[config.mk]
export PLATFORM = sky130hd
export DESIGN_NAME = spi_shift_engine
export DESIGN_NICKNAME = d
export VERILOG_FILES = /design/src/rtl/spi_pkg.sv /design/src/rtl/spi_edge_detect.sv /design/src/rtl/spi_shift_engine.sv
export SDC_FILE = /design/constraint.sdc
export NUM_CORES = 1
export LEC_CHECK = 0
export ABC_CLOCK_PERIOD_IN_PS = 2500
export BUFFER_PORTS_ARGS = -buffer_cell sky130_fd_sc_hd__buf_2
export CORE_MARGIN = 4
export CORE_UTILIZATION = 56
export DETAILED_ROUTE_END_ITERATION = 8
export GPL_TIMING_DRIVEN = 0
export PLACE_DENSITY = 0.9
export SLEW_MARGIN = 20
export SYNTH_ARGS = -nofsm -noshare
export SYNTH_HDL_FRONTEND = slang
export SYNTH_SLANG_ARGS = --single-unit
[constraint.sdc]
create_clock -name clk_cpu -period 2.5 [get_ports clk_cpu]
set_clock_uncertainty 0.1 [all_clocks]
set_input_delay 0.75 -clock clk_cpu [delete_from_list [all_inputs] [get_ports clk_cpu]]
set_output_delay 0.75 -clock clk_cpu [all_outputs]
set_load 0.05 [all_outputs]
[src/rtl/spi_pkg.sv]
// Shared definitions for the SPI shift engine: length codes, FSM state
// encodings and the length-code to bit-count helper.
package spi_pkg;

  localparam logic [1:0] SPI_LEN_8  = 2'b00;
  localparam logic [1:0] SPI_LEN_16 = 2'b01;
  localparam logic [1:0] SPI_LEN_24 = 2'b10;
  localparam logic [1:0] SPI_LEN_32 = 2'b11;

  typedef enum logic [1:0] {
    ST_IDLE   = 2'd0,
    ST_SHIFT  = 2'd1,
    ST_FINISH = 2'd2
  } state_t;

  // N = 8 * (code + 1); the largest result (32) still fits in 6 bits
  function automatic logic [5:0] len_to_bits(input logic [1:0] code);
    len_to_bits = {1'b0, code, 3'b000} + 6'd8;
  endfunction

endpackage

[src/rtl/spi_edge_detect.sv]
// Serial-clock edge detector for the SPI shift engine. SCK_inter is treated
// as data sampled on clk_cpu. Optional macro SPI_MISO_SYNC_EN adds a 2-flop
// MISO synchronizer and delays the rise strobe by 2 cycles so that sampling
// stays aligned with the synchronized data.
module spi_edge_detect (
  input  logic clk_cpu,
  input  logic rst,
  input  logic SCK_inter,
  input  logic MISO,
  output logic sck_rise,
  output logic sck_fall,
  output logic miso_s
);

  logic sck_q;
  logic rise_raw;

  // Previous-cycle copy of the serial clock for edge detection
  always_ff @(posedge clk_cpu) begin
    if (rst) begin
      sck_q <= 1'b0;
    end else begin
      sck_q <= SCK_inter;
    end
  end

  assign rise_raw = SCK_inter & ~sck_q;
  assign sck_fall = ~SCK_inter & sck_q;

`ifdef SPI_MISO_SYNC_EN
  logic [1:0] miso_sync_reg;
  logic [1:0] rise_dly_reg;

  // Synchronize MISO and delay the rise strobe by the same two cycles
  always_ff @(posedge clk_cpu) begin
    if (rst) begin
      miso_sync_reg <= 2'b00;
      rise_dly_reg  <= 2'b00;
    end else begin
      miso_sync_reg <= {miso_sync_reg[0], MISO};
      rise_dly_reg  <= {rise_dly_reg[0], rise_raw};
    end
  end

  assign miso_s   = miso_sync_reg[1];
  assign sck_rise = rise_dly_reg[1];
`else
  assign miso_s   = MISO;
  assign sck_rise = rise_raw;
`endif

endmodule

[src/rtl/spi_shift_engine.sv]
// SPI shift stage: drives MOSI MSB-first within N bits, assembles MISO into
// a right-justified receive word and pulses done/load_data_in at the end.
// Optional macro SPI_MISO_SYNC_EN (see spi_edge_detect) adds MISO
// synchronization and 2 extra cycles of done latency.
module spi_shift_engine
  import spi_pkg::*;
#(
  parameter int DATA_WIDTH = 32,
  parameter int CNT_W      = 6
) (
  input  logic                  clk_cpu,
  input  logic                  rst,
  input  logic                  SCK_inter,
  input  logic                  load_data,
  input  logic [DATA_WIDTH-1:0] NEW_SPI_DATA_OUT,
  input  logic [1:0]            SPI_DATA_LEN,
  input  logic                  MISO,
  output logic                  MOSI,
  output logic                  done,
  output logic                  load_data_in,
  output logic [DATA_WIDTH-1:0] SPI_DATA_IN_I,
  output logic                  busy
);

  state_t                state_reg;
  logic [DATA_WIDTH-1:0] tx_reg;
  logic [DATA_WIDTH-1:0] rx_reg;
  logic [CNT_W-1:0]      cnt_reg;
  logic [CNT_W-1:0]      n_reg;
  logic                  seen_rise_reg;
  logic                  load_q;

  logic                  sck_rise;
  logic                  sck_fall;
  logic                  miso_s;
  logic                  start;
  logic [CNT_W-1:0]      n_start;
  logic [DATA_WIDTH-1:0] tx_aligned;
  logic [DATA_WIDTH-1:0] rx_next;
  logic [DATA_WIDTH-1:0] rx_mask;

  spi_edge_detect u_edge (
    .clk_cpu   (clk_cpu),
    .rst       (rst),
    .SCK_inter (SCK_inter),
    .MISO      (MISO),
    .sck_rise  (sck_rise),
    .sck_fall  (sck_fall),
    .miso_s    (miso_s)
  );

  assign start   = load_data & ~load_q;
  assign n_start = CNT_W'(len_to_bits(SPI_DATA_LEN));
  // The transmit word is left-aligned at start so the current bit is always
  // the register MSB, whatever N is.
  assign tx_aligned = NEW_SPI_DATA_OUT << (CNT_W'(DATA_WIDTH) - n_start);
  assign rx_next    = {rx_reg[DATA_WIDTH-2:0], miso_s};
  assign rx_mask    = ~({DATA_WIDTH{1'b1}} << n_reg);

  // Transfer FSM with registered outputs; done/load_data_in/result are
  // loaded on the N-th rise so they are visible during the FINISH cycle.
  always_ff @(posedge clk_cpu) begin
    if (rst) begin
      state_reg     <= ST_IDLE;
      tx_reg        <= '0;
      rx_reg        <= '0;
      cnt_reg       <= '0;
      n_reg         <= '0;
      seen_rise_reg <= 1'b0;
      load_q        <= 1'b0;
      MOSI          <= 1'b0;
      done          <= 1'b0;
      load_data_in  <= 1'b0;
      SPI_DATA_IN_I <= '0;
      busy          <= 1'b0;
    end else begin
      load_q       <= load_data;
      done         <= 1'b0;
      load_data_in <= 1'b0;
      case (state_reg)
        ST_IDLE: begin
          if (start) begin
            tx_reg        <= tx_aligned;
            n_reg         <= n_start;
            cnt_reg       <= n_start;
            rx_reg        <= '0;
            seen_rise_reg <= 1'b0;
            MOSI          <= tx_aligned[DATA_WIDTH-1];
            busy          <= 1'b1;
            state_reg     <= ST_SHIFT;
          end
        end
        ST_SHIFT: begin
          if (!load_data) begin
            state_reg <= ST_IDLE;
            MOSI      <= 1'b0;
            busy      <= 1'b0;
          end else if (sck_rise) begin
            rx_reg        <= rx_next;
            cnt_reg       <= cnt_reg - CNT_W'(1);
            seen_rise_reg <= 1'b1;
            if (cnt_reg == CNT_W'(1)) begin
              state_reg     <= ST_FINISH;
              SPI_DATA_IN_I <= rx_next & rx_mask;
              done          <= 1'b1;
              load_data_in  <= 1'b1;
              busy          <= 1'b0;
              MOSI          <= 1'b0;
            end
          end else if (sck_fall && seen_rise_reg && (cnt_reg != '0)) begin
            // Falls before the first rise are ignored so an idle-high SCK
            // does not skip the first bit.
            tx_reg <= tx_reg << 1;
            MOSI   <= tx_reg[DATA_WIDTH-2];
          end
        end
        ST_FINISH: begin
          state_reg <= ST_IDLE;
        end
        default: begin
          state_reg <= ST_IDLE;
        end
      endcase
    end
  end

endmodule

==> results of run 1 <==
==> how the worst max path moves through the flow <==
| stage | from | end |
|---|---|---|
| 4_1_cts | SPI_DATA_LEN[0] | tx_reg[9] |
| 3_5_place_dp | SPI_DATA_LEN[0] | tx_reg[21] |
| 6_report | SPI_DATA_LEN[0] | tx_reg[6] |
| 3_3_place_gp | SPI_DATA_LEN[0] | tx_reg[20] |
| 5_1_grt | SPI_DATA_LEN[0] | tx_reg[4] |
| 2_1_floorplan | SPI_DATA_LEN[0] | MOSI |
==> power groups by stage <==
| stage | clock network [mW] | registers, mW | logic [mW] |
|---|---|---|---|
| 6_report | 1.07 | 1.87 | 0.547 |
| 5_1_grt | 1.15 | 1.87 | 0.592 |
| 4_1_cts | 1.07 | 1.87 | 0.531 |
| 3_5_place_dp | 0 | 1.91 | 0.528 |
| 3_3_place_gp | 0 | 1.90 | 0.508 |
| 2_1_floorplan | 0 | 1.90 | 0.366 |
==> kinds of logic after synthesis <==
| kind of cell | Yosys count | share of synthesized area (%) |
|---|---|---|
| AO/OA/AOI/OAI | 196 | 27.66 |
| AND/OR/NAND/NOR | 137 | 14.65 |
| flip-flops | 111 | 45.66 |
| buffers and inverters | 54 | 5.218 |
| multiplexers | 17 | 5.784 |
| adder cells (fa/ha/maj) | 4 | 1.028 |
==> per-layer routing <==
layer	GRT usage (%)	wire length, um
met5	0	0
met4	10.53	448
met3	6.061	1167
met2	38.63	5932
met1	33.20	5143
==> cells in the final DEF (no fill, tap or decap), drive strengths merged, types with 2 or more instances in the layout <==
cell	instances
o21ai	23
ha	4
o2111ai	16
a22o	33
a311oi	7
nor2b	9
clkinv	2
a21oi	75
nor3	7
nand3	34
mux4	8
a221o	16
clkbuf	41
nand2	53
a211oi	11
nand2b	2
a21o	3
buf	93
nor2	16
dfxtp	111
nand3b	3
mux2	9
a22oi	8
nand4	2
or4	2
and3b	3
inv	7
==> cell type report <==
cell class | instances | share of cell area, %
multi-input cells | 354 | 42.94
flip-flops and latches | 111 | 39.91
repair buffers | 74 | 6.652
plain buffers | 51 | 4.404
well taps | 105 | 2.360
clock buffers | 9 | 2.225
clock inverters | 7 | 1.303
inverters | 3 | 0.2022
==> worst min-delay path, stage by stage, from the launching register on <==
cell                       delay (ns)
sky130_fd_sc_hd__dfxtp_1         0.33
sky130_fd_sc_hd__nand2_1         0.06
sky130_fd_sc_hd__a311oi_1        0.07
==> reports/qor.txt, run 1 <==
DRT
--------------------------------------------------------------------------------
Remaining antenna violation count after routing ...................            0
Post-route DRC violation count ....................................            0
Total number of vias ..............................................         4616
DRC marker count from the first detailed-route iteration ..........          412
First-pass DRT Iterations .........................................            5
Via count normalized by instance count ............................        6.465
Wirelength, routed ................................................     12690 um
Mean routed wirelength per cell ...................................     17.78 um

CRITICAL PATH
--------------------------------------------------------------------------------
Classification of the worst setup path ............................ primary input to flop
CP arrival ........................................................      2.54 ns
Highest net fanout along the worst path ...........................            9
Standard cell with the maximum stage delay on the critical path ... sky130_fd_sc_hd__clkbuf_1
Endpoint required time on the critical path .......................      2.70 ns
Top Family by Delay on Critical Path .............................. buffers and inverters
Depth of the worst register-to-register path ......................            4
Setup slack of the most critical reg-to-reg path ..................      0.25 ns
Reg-to-Reg Start ..................................................   cnt_reg[2]
Endpoint of the most critical register-to-register path ...........         MOSI
Path length in cells of the critical path .........................            8
Crit. End Element .................................................         flop
Sum of buffers and inverters on the critical path .................            3
Startpoint class of the critical path ............................. primary input
Cell repeated most along the worst path ........................... sky130_fd_sc_hd__clkbuf_1
Stage delay of the slowest cell on the critical path ..............      0.42 ns
CP Cell Sequence .................................................. buf_2 > ha_1 > nor2b_1 > clkbuf_1 > and2_1 > clkbuf_1 > a22oi_1 > a211oi_1

PLACE
--------------------------------------------------------------------------------
Gp weighted congestion ............................................       0.9350
Setup Slack @ Placement ...........................................   -0.2950 ns
Buffers on Ports ..................................................           74
Number of cells after detailed placement ..........................          698
Estimated wirelength of the detail-placed design ..................      9404 um
Post-Place Cell Area ..............................................     5369 um2

LOGIC SYNTHESIS
--------------------------------------------------------------------------------
Most used standard cells in the synthesized netlist ............... 111 x sky130_fd_sc_hd__dfxtp_1, 74 x sky130_fd_sc_hd__a21oi_1, 53 x sky130_fd_sc_hd__nand2_1
Most common cell in the synthesized netlist ....................... sky130_fd_sc_hd__dfxtp_1
FFs w/ async S/R, synth ...........................................           0%
Number of different library cells in the post-synthesis netlist ...           46
Synth Instances ...................................................          519
Synth Net Count ...................................................          562
FF+latch count, synth .............................................          111
Number of warnings issued by yosys ................................            0
Top cells by area in the synthesized netlist ...................... sky130_fd_sc_hd__dfxtp_1 46%, sky130_fd_sc_hd__a21oi_1 7.6%, sky130_fd_sc_hd__a22o_1 5.8%
Top_reg_cell synth ................................................ sky130_fd_sc_hd__dfxtp_1
Seq/Total Area, Yosys .............................................       45.66%
Count of flip-flops with a built-in enable after synthesis ........            0
Top-area cell type share of the netlist area ......................       45.66%
Post-Syn Area per Cell ............................................    9.378 um2
Cell area after synthesis .........................................     4867 um2
Leading area contributor after synthesis .......................... sky130_fd_sc_hd__dfxtp_1

TIMING
--------------------------------------------------------------------------------
Count of final max-slew check failures ............................            0
Unrepaired setup endpoints after global routing ...................           no
Final min period ..................................................     2.335 ns
Hold_ws ...........................................................    0.3790 ns
Share of the clock period used by the worst path after layout .....       93.41%
Transition time at the pin with the least slew margin .............    0.6699 ns
Hold violation count in the final report ..........................            0
Tightest slew margin relative to the limit ........................       54.19%
Setup TNS .........................................................         0 ns
Highest clock frequency the design can meet .......................   0.4282 GHz
Minimum setup slack in the final design ...........................    0.1647 ns
Setup violators final .............................................            0

POWER AND IR DROP
--------------------------------------------------------------------------------
Switching part of the total power .................................       30.31%
Switching pwr .....................................................     1.057 mW
Sequential share of power .........................................        53.6%
Leakage component of the power ....................................     2.074 nW
P per Cell Area ................................................... 626.1 nW/um2
Portion of total power attributed to the clock network ............        30.7%
Cell Int Power ....................................................     2.429 mW
Maximum vdd drop ..................................................    0.4084 mV
Comb power frac ...................................................        15.7%
Overall power .....................................................     3.486 mW

FLOORPLAN
--------------------------------------------------------------------------------
Placement row count ...............................................           33
Initial standard-cell utilization of the core .....................       58.36%
Die boundary height ...............................................     101.2 um
Num ports .........................................................           75
CORE AREA .........................................................     8341 um2
Die area ..........................................................    10250 um2
Horizontal die dimension ..........................................     101.2 um

CLOCK NETWORK
--------------------------------------------------------------------------------
Hold Buf Count CTS ................................................            0
CTS Sinks .........................................................          111
Maximum clock path buffer count ...................................            2
CTS tree ..........................................................        built
Clock transition at the registers of the reported paths ...........      0.12 ns
Cells resized by post-CTS repair ..................................            0
Post-CTS Setup Repair Bufs ........................................            0
Clock buffer count from CTS .......................................            9
H-Tree Level Count ................................................            3
Later-pin clock latency in the skew report ........................      0.38 ns
Buffer type at the clock tree root ................................ sky130_fd_sc_hd__clkbuf_8

LAYOUT
--------------------------------------------------------------------------------
Layout Nets .......................................................          647
Final standard cell utilization of the core .......................       66.76%
Layout cells sized above 1 ........................................       22.17%
Max reg flops .....................................................           32
Total area of sequential cells ....................................     2222 um2
Number of non-filler instances in the completed layout ............          714
Total inserted antenna cells ......................................            0
Filler cells ......................................................          666
Area taken by multi-input logic gates .............................     2391 um2
Area Growth Syn to Fin ............................................       14.40%
Final instance area ...............................................     5568 um2

GRT
--------------------------------------------------------------------------------
Largest net degree at the start of global routing .................           22
Via count of the first global-routing pass ........................         4237
Congestion Overflow GR ............................................            0
Number of antenna violations at the first check in global routing .            0
Total global routing track utilization ............................       24.89%
First-pass GRT wire length ........................................     20600 um

MIN PATH
--------------------------------------------------------------------------------
Start point of the worst min-delay path ...........................   tx_reg[24]
Worst hold path endpoint ..........................................   tx_reg[25]
Hold depth ........................................................            2
HP Class .......................................................... flop to flop

RUN
--------------------------------------------------------------------------------
Max cap viols .....................................................            0

RUN STATUS
--------------------------------------------------------------------------------
Outcome ........................................................... finished clean

Power figures use the tool's default switching activity.
==> inputs of run 2 (changes only) <==
--- a/config.mk
+++ b/config.mk
@@ -9,6 +9,7 @@
 export BUFFER_PORTS_ARGS = -buffer_cell sky130_fd_sc_hd__buf_2
 export CORE_MARGIN = 4
 export CORE_UTILIZATION = 56
+export CTS_BUF_LIST = sky130_fd_sc_hd__clkbuf_16
 export DETAILED_ROUTE_END_ITERATION = 8
 export GPL_TIMING_DRIVEN = 0
 export PLACE_DENSITY = 0.9
==> reports/qor.txt, run 2 (synthesis results as in run 1) <==
RUN STATUS
--------------------------------------------------------------------------------
Outcome ........................................................... finished clean   unchanged

FLOORPLAN
--------------------------------------------------------------------------------
Horizontal die dimension ..........................................     101.2 um   unchanged
Initial standard-cell utilization of the core .....................       58.36%   unchanged
Die boundary height ...............................................     101.2 um   unchanged
Die area ..........................................................    10250 um2   unchanged
CORE AREA .........................................................     8341 um2   unchanged
Placement row count ...............................................           33   unchanged
Num ports .........................................................           75   unchanged

GRT
--------------------------------------------------------------------------------
Congestion Overflow GR ............................................            0   unchanged
Total global routing track utilization ............................       26.01%   was 24.89%
Via count of the first global-routing pass ........................         4325   was 4237
Largest net degree at the start of global routing .................           22   unchanged
Number of antenna violations at the first check in global routing .            0   unchanged
First-pass GRT wire length ........................................     21420 um   was 20600 um

LAYOUT
--------------------------------------------------------------------------------
Final instance area ...............................................     5669 um2   was 5568 um2
Area Growth Syn to Fin ............................................       16.48%   was 14.40%
Layout Nets .......................................................          647   unchanged
Max reg flops .....................................................           32   unchanged
Total inserted antenna cells ......................................            0   unchanged
Layout cells sized above 1 ........................................       22.17%   unchanged
Most common cell after layout, fill and taps aside ................ sky130_fd_sc_hd__dfxtp_1   unchanged
Most used cells in the layout excluding fill and tap cells ........ 111 x sky130_fd_sc_hd__dfxtp_1, 82 x sky130_fd_sc_hd__buf_2, 74 x sky130_fd_sc_hd__a21oi_1   unchanged

TIMING
--------------------------------------------------------------------------------
Highest clock frequency the design can meet .......................   0.4154 GHz   was 0.4282 GHz
Transition time at the pin with the least slew margin .............    0.6458 ns   was 0.6699 ns
Hold violation count in the final report ..........................            0   unchanged
Setup violators final .............................................            0   unchanged
Share of the clock period used by the worst path after layout .....       96.30%   was 93.41%
Tightest slew margin relative to the limit ........................       55.83%   was 54.19%
Unrepaired setup endpoints after global routing ...................           no   unchanged
Count of final max-slew check failures ............................            0   unchanged
Final min period ..................................................     2.407 ns   was 2.335 ns

CRITICAL PATH
--------------------------------------------------------------------------------
Highest net fanout along the worst path ...........................            9   unchanged
Reg-to-Reg Start ..................................................   cnt_reg[0]   was cnt_reg[2]
Endpoint of the most critical register-to-register path ...........    tx_reg[7]   was MOSI
Startpoint class of the critical path ............................. primary input   unchanged
Depth of the worst register-to-register path ......................            7   was 4
CP arrival ........................................................      2.58 ns   was 2.54 ns
Crit. End Element .................................................         flop   unchanged
Setup slack of the most critical reg-to-reg path ..................      0.26 ns   was 0.25 ns
Endpoint required time on the critical path .......................      2.67 ns   was 2.70 ns
Classification of the worst setup path ............................ primary input to flop   unchanged

CLOCK NETWORK
--------------------------------------------------------------------------------
Maximum clock path buffer count ...................................            2   unchanged
CTS tree ..........................................................        built   unchanged
Later-pin clock latency in the skew report ........................      0.35 ns   was 0.38 ns
Post-CTS Setup Repair Bufs ........................................            0   unchanged
Clock transition at the registers of the reported paths ...........      0.08 ns   was 0.12 ns
Buffer type at the clock tree root ................................ sky130_fd_sc_hd__clkbuf_16   was sky130_fd_sc_hd__clkbuf_8
Hold Buf Count CTS ................................................            0   unchanged
H-Tree Level Count ................................................            3   unchanged
CTS Sinks .........................................................          111   unchanged
Clock buffer count from CTS .......................................            9   unchanged

POWER AND IR DROP
--------------------------------------------------------------------------------
Leakage component of the power ....................................     2.121 nW   was 2.074 nW
Maximum vdd drop ..................................................    0.3384 mV   was 0.4084 mV
P per Cell Area ................................................... 679.5 nW/um2   was 626.1 nW/um2
Overall power .....................................................     3.852 mW   was 3.486 mW

PLACE
--------------------------------------------------------------------------------
Gp weighted congestion ............................................       0.9350   unchanged
Buffers on Ports ..................................................           74   unchanged
Estimated wirelength of the detail-placed design ..................      9404 um   unchanged
Post-Place Cell Area ..............................................     5369 um2   unchanged

DRT
--------------------------------------------------------------------------------
Wirelength, routed ................................................     13170 um   was 12690 um
Via count normalized by instance count ............................        6.490   was 6.465
Remaining antenna violation count after routing ...................            0   unchanged
Total number of vias ..............................................         4634   was 4616
DRC marker count from the first detailed-route iteration ..........          475   was 412
Post-route DRC violation count ....................................            0   unchanged
First-pass DRT Iterations .........................................            5   unchanged
Mean routed wirelength per cell ...................................     18.44 um   was 17.78 um

RUN
--------------------------------------------------------------------------------
Max cap viols .....................................................            0   unchanged

MIN PATH
--------------------------------------------------------------------------------
HP Class .......................................................... flop to flop   unchanged
Start point of the worst min-delay path ........................... SPI_DATA_IN_I[9]   was tx_reg[24]
Worst hold path endpoint .......................................... SPI_DATA_IN_I[9]   was tx_reg[25]
Hold depth ........................................................            1   was 2

-- run 2: cell counts in the layout (fill, tap and decap cells not counted) --
No cell type changed its count.
-- run 2: power by group --
group	internal (mW)	switching, mW	leakage [nW]
combinational	0.208	0.343	1.08
sequential	1.83	0.0411	0.900
clock	0.709	0.725	0.143
total	2.74	1.11	2.12
-- run 2: worst max path at each step --
stage | slack, ns | from | to | depth (start not counted)
after CTS | 0.06 | SPI_DATA_LEN[0] | tx_reg[17] | 8
after global routing | 0.007 | SPI_DATA_LEN[0] | tx_reg[4] | 8
after detailed placement | -0.29 | SPI_DATA_LEN[0] | tx_reg[21] | 7
final | 0.09 | SPI_DATA_LEN[0] | tx_reg[6] | 8
after global placement | -0.22 | SPI_DATA_LEN[0] | tx_reg[20] | 7
after floorplan | 0.17 | SPI_DATA_LEN[0] | MOSI | 6
-- run 2: through the flow --
step	hold WS (ns)	setup WS, ns	TNS [ns]	util [%]	std cells
2_1_floorplan	0.3364	0.1674	0	-	519
3_3_place_gp	0.3559	-0.2171	-3.585	64.37	698
3_5_place_dp	0.3584	-0.2950	-5.775	64.37	698
4_1_cts	0.3764	0.06028	0	67.94	714
5_1_grt	0.3829	0.007222	0	67.97	714
6_report	0.3747	0.09254	0	67.97	714
-- run 2: cell type report --
type,instances,area [um2]
inverter,3,11.26
buffer,51,245.2
clock buffer,9,225.2
tap,105,131.4
timing repair buffer,74,370.4
multi-input combinational,354,2391
fill,646,2671
sequential,111,2222
clock inverter,7,72.57
-- run 2: routing by layer --
metal	GRT usage, %	wire length, um	vias up
li1	-	-	2140
met1	34.24	5406	2162
met4	11.45	434	0
met5	0	0	-
met2	40.64	6136	283
met3	6.405	1189	49
-- run 2: timing repair --
action	4_1_cts	5_1_grt
endpoints found under the setup margin	0	14
gates resized for setup	0	4
endpoints found under the hold margin	0	0
-- run 2: worst max-delay path, stage by stage --
cell                       delay [ns]
sky130_fd_sc_hd__buf_2           0.11
sky130_fd_sc_hd__ha_1            0.30
sky130_fd_sc_hd__nor2b_1         0.12
sky130_fd_sc_hd__clkbuf_1        0.42
sky130_fd_sc_hd__and2_1          0.22
sky130_fd_sc_hd__clkbuf_1        0.28
sky130_fd_sc_hd__a22oi_1         0.12
sky130_fd_sc_hd__a211oi_1        0.26
==> inputs of run 3 (changes only) <==
--- a/config.mk
+++ b/config.mk
@@ -8,11 +8,11 @@
 export ABC_CLOCK_PERIOD_IN_PS = 2500
 export BUFFER_PORTS_ARGS = -buffer_cell sky130_fd_sc_hd__buf_2
 export CORE_MARGIN = 4
-export CORE_UTILIZATION = 56
+export CORE_UTILIZATION = 25
 export CTS_BUF_LIST = sky130_fd_sc_hd__clkbuf_16
 export DETAILED_ROUTE_END_ITERATION = 8
 export GPL_TIMING_DRIVEN = 0
-export PLACE_DENSITY = 0.9
+export PLACE_DENSITY = 0.53
 export SLEW_MARGIN = 20
 export SYNTH_ARGS = -nofsm -noshare
 export SYNTH_HDL_FRONTEND = slang
==> reports/qor.txt, run 3 (synthesis results as in run 1) <==
CRITICAL PATH
--------------------------------------------------------------------------------
Standard cell with the maximum stage delay on the critical path ... sky130_fd_sc_hd__clkbuf_1   unchanged
Highest net fanout along the worst path ...........................           10   was 9
Stage delay of the slowest cell on the critical path ..............      0.37 ns   was 0.42 ns
Startpoint class of the critical path ............................. primary input   unchanged
Endpoint required time on the critical path .......................      2.69 ns   was 2.67 ns
Crit. End Element .................................................         flop   unchanged
Classification of the worst setup path ............................ primary input to flop   unchanged
CP Cell Sequence .................................................. buf_2 > ha_1 > clkbuf_1 > nor2b_1 > buf_1 > a221o_1 > o2111ai_1 > a21oi_1   was buf_2 > ha_1 > nor2b_1 > clkbuf_1 > and2_1 > clkbuf_1 > a22oi_1 > a211oi_1
CP arrival ........................................................      2.49 ns   was 2.58 ns

LAYOUT
--------------------------------------------------------------------------------
Final instance area ...............................................     5872 um2   was 5669 um2
Layout Nets .......................................................          647   unchanged
Layout cells sized above 1 ........................................       22.00%   was 22.17%
Filler cells ......................................................         2026   was 646
Most used cells in the layout excluding fill and tap cells ........ 111 x sky130_fd_sc_hd__dfxtp_1, 82 x sky130_fd_sc_hd__buf_2, 74 x sky130_fd_sc_hd__a21oi_1   unchanged
Area Growth Syn to Fin ............................................       20.64%   was 16.48%
Most common cell after layout, fill and taps aside ................ sky130_fd_sc_hd__dfxtp_1   unchanged
Final standard cell utilization of the core .......................       30.98%   was 67.97%
Total inserted antenna cells ......................................            0   unchanged
Max reg flops .....................................................           32   unchanged

CLOCK NETWORK
--------------------------------------------------------------------------------
CTS tree ..........................................................        built   unchanged
Cells resized by post-CTS repair ..................................            0   unchanged
Later-pin clock latency in the skew report ........................      0.36 ns   was 0.35 ns
Clock buffer count from CTS .......................................            9   unchanged
CTS Sinks .........................................................          111   unchanged
Post-CTS Setup Repair Bufs ........................................            0   unchanged
H-Tree Level Count ................................................            3   unchanged
Buffer type at the clock tree root ................................ sky130_fd_sc_hd__clkbuf_16   unchanged
Maximum clock path buffer count ...................................            2   unchanged
Hold Buf Count CTS ................................................            0   unchanged
Clock transition at the registers of the reported paths ...........      0.07 ns   was 0.08 ns

PLACE
--------------------------------------------------------------------------------
Buffers on Ports ..................................................           74   unchanged
Estimated wirelength of the detail-placed design ..................      9948 um   was 9404 um
Gp weighted congestion ............................................       0.8069   was 0.9350
Post-Place Cell Area ..............................................     5563 um2   was 5369 um2

DRT
--------------------------------------------------------------------------------
Mean routed wirelength per cell ...................................     15.44 um   was 18.44 um
Total number of vias ..............................................         4295   was 4634
Post-route DRC violation count ....................................            0   unchanged
DRC marker count from the first detailed-route iteration ..........          247   was 475
Remaining antenna violation count after routing ...................            0   unchanged
Wirelength, routed ................................................     13420 um   was 13170 um
Via count normalized by instance count ............................        4.942   was 6.490
First-pass DRT Iterations .........................................            5   unchanged

GRT
--------------------------------------------------------------------------------
Congestion Overflow GR ............................................            0   unchanged
Total global routing track utilization ............................       12.29%   was 26.01%
First-pass GRT wire length ........................................     21820 um   was 21420 um
Via count of the first global-routing pass ........................         4046   was 4325
Largest net degree at the start of global routing .................           20   was 22
Number of antenna violations at the first check in global routing .            0   unchanged

FLOORPLAN
--------------------------------------------------------------------------------
Num ports .........................................................           75   unchanged
Die area ..........................................................    21770 um2   was 10250 um2
CORE AREA .........................................................    18960 um2   was 8341 um2
Initial standard-cell utilization of the core .....................       25.68%   was 58.36%
Die boundary height ...............................................     147.5 um   was 101.2 um
Horizontal die dimension ..........................................     147.5 um   was 101.2 um
Placement row count ...............................................           50   was 33

TIMING
--------------------------------------------------------------------------------
Unrepaired setup endpoints after global routing ...................           no   unchanged
Tightest slew margin relative to the limit ........................       54.57%   was 55.83%
Final min period ..................................................     2.301 ns   was 2.407 ns
Setup TNS .........................................................         0 ns   unchanged
Hold_ws ...........................................................    0.3668 ns   was 0.3747 ns
Hold violation count in the final report ..........................            0   unchanged
Setup violators final .............................................            0   unchanged
Share of the clock period used by the worst path after layout .....       92.05%   was 96.30%
Transition time at the pin with the least slew margin .............    0.6777 ns   was 0.6458 ns
Count of final max-slew check failures ............................            0   unchanged
Highest clock frequency the design can meet .......................   0.4345 GHz   was 0.4154 GHz

POWER AND IR DROP
--------------------------------------------------------------------------------
Comb power frac ...................................................        14.1%   was 14.3%
P per Cell Area ................................................... 665.7 nW/um2   was 679.5 nW/um2
Leakage component of the power ....................................     2.129 nW   was 2.121 nW
Overall power .....................................................     3.909 mW   was 3.852 mW
Maximum vdd drop ..................................................    0.3030 mV   was 0.3384 mV
Cell Int Power ....................................................     2.828 mW   was 2.743 mW
Switching part of the total power .................................       27.65%   was 28.80%
Portion of total power attributed to the clock network ............        38.3%   was 37.2%
Switching pwr .....................................................     1.081 mW   was 1.109 mW
Sequential share of power .........................................        47.7%   was 48.5%

RUN
--------------------------------------------------------------------------------
Max cap viols .....................................................            0   unchanged

MIN PATH
--------------------------------------------------------------------------------
HP Class .......................................................... flop to flop   unchanged

RUN STATUS
--------------------------------------------------------------------------------
Outcome ........................................................... finished clean   unchanged

run 3: cell count changes in the layout (fill, tap and decap cells not counted), sizes merged:
cell and delta:
bufinv +1, clkinv -1
run 3: per-stage QoR:
stage,std cells,worst slack (ns)
5_1_grt,869,0.03791
3_3_place_gp,853,-0.2284
2_1_floorplan,519,0.1674
6_report,869,0.1987
4_1_cts,869,0.1608
3_5_place_dp,853,-0.2169
run 3: critical path, delay by kind of cell:
family                   cells  cell delay [ns]
AO/OA/AOI/OAI                3             0.47
adder cells (fa/ha/maj)      1             0.28
buffers and inverters        3             0.78
AND/OR/NAND/NOR              1             0.19
run 3: worst paths after layout:
check | start | endpoint | slack (ns) | cells past startpoint
hold / removal | rx_reg[27] | rx_reg[28] | 0.37 | 2
hold reg to reg | rx_reg[27] | rx_reg[28] | 0.37 | 2
setup / recovery | SPI_DATA_LEN[0] | tx_reg[8] | 0.20 | 8
setup reg to reg | state_reg[0] | tx_reg[19] | 0.32 | 7
run 3: layer usage:
| metal | global-route usage [%] | wire (um) | up-vias |
|---|---|---|---|
| met2 | 18.31 | 5704 | 112 |
| li1 | - | - | 2139 |
| met5 | 0 | 0 | - |
| met1 | 18.01 | 6870 | 2034 |
| met4 | 2.656 | 133 | 0 |
| met3 | 2.974 | 708 | 10 |
run 3: area by class of cell:
| cell class | count | area (um2) | area share [%] |
|---|---|---|---|
| multi-input combinational | 354 | 2391 | 40.72 |
| sequential | 111 | 2222 | 37.84 |
| timing repair buffer | 74 | 370.4 | 6.307 |
| tap | 260 | 325.3 | 5.540 |
| buffer | 51 | 245.2 | 4.176 |
| clock buffer | 9 | 225.2 | 3.836 |
| clock inverter | 7 | 81.33 | 1.385 |
| inverter | 3 | 11.26 | 0.1918 |
run 3: power groups by stage:
stage	clock network (mW)	registers (mW)	logic [mW]
finish	1.50	1.86	0.550
global route	1.59	1.87	0.604
CTS	1.54	1.86	0.548
detailed placement	0	1.90	0.547
global placement	0	1.90	0.548
floorplan	0	1.90	0.366
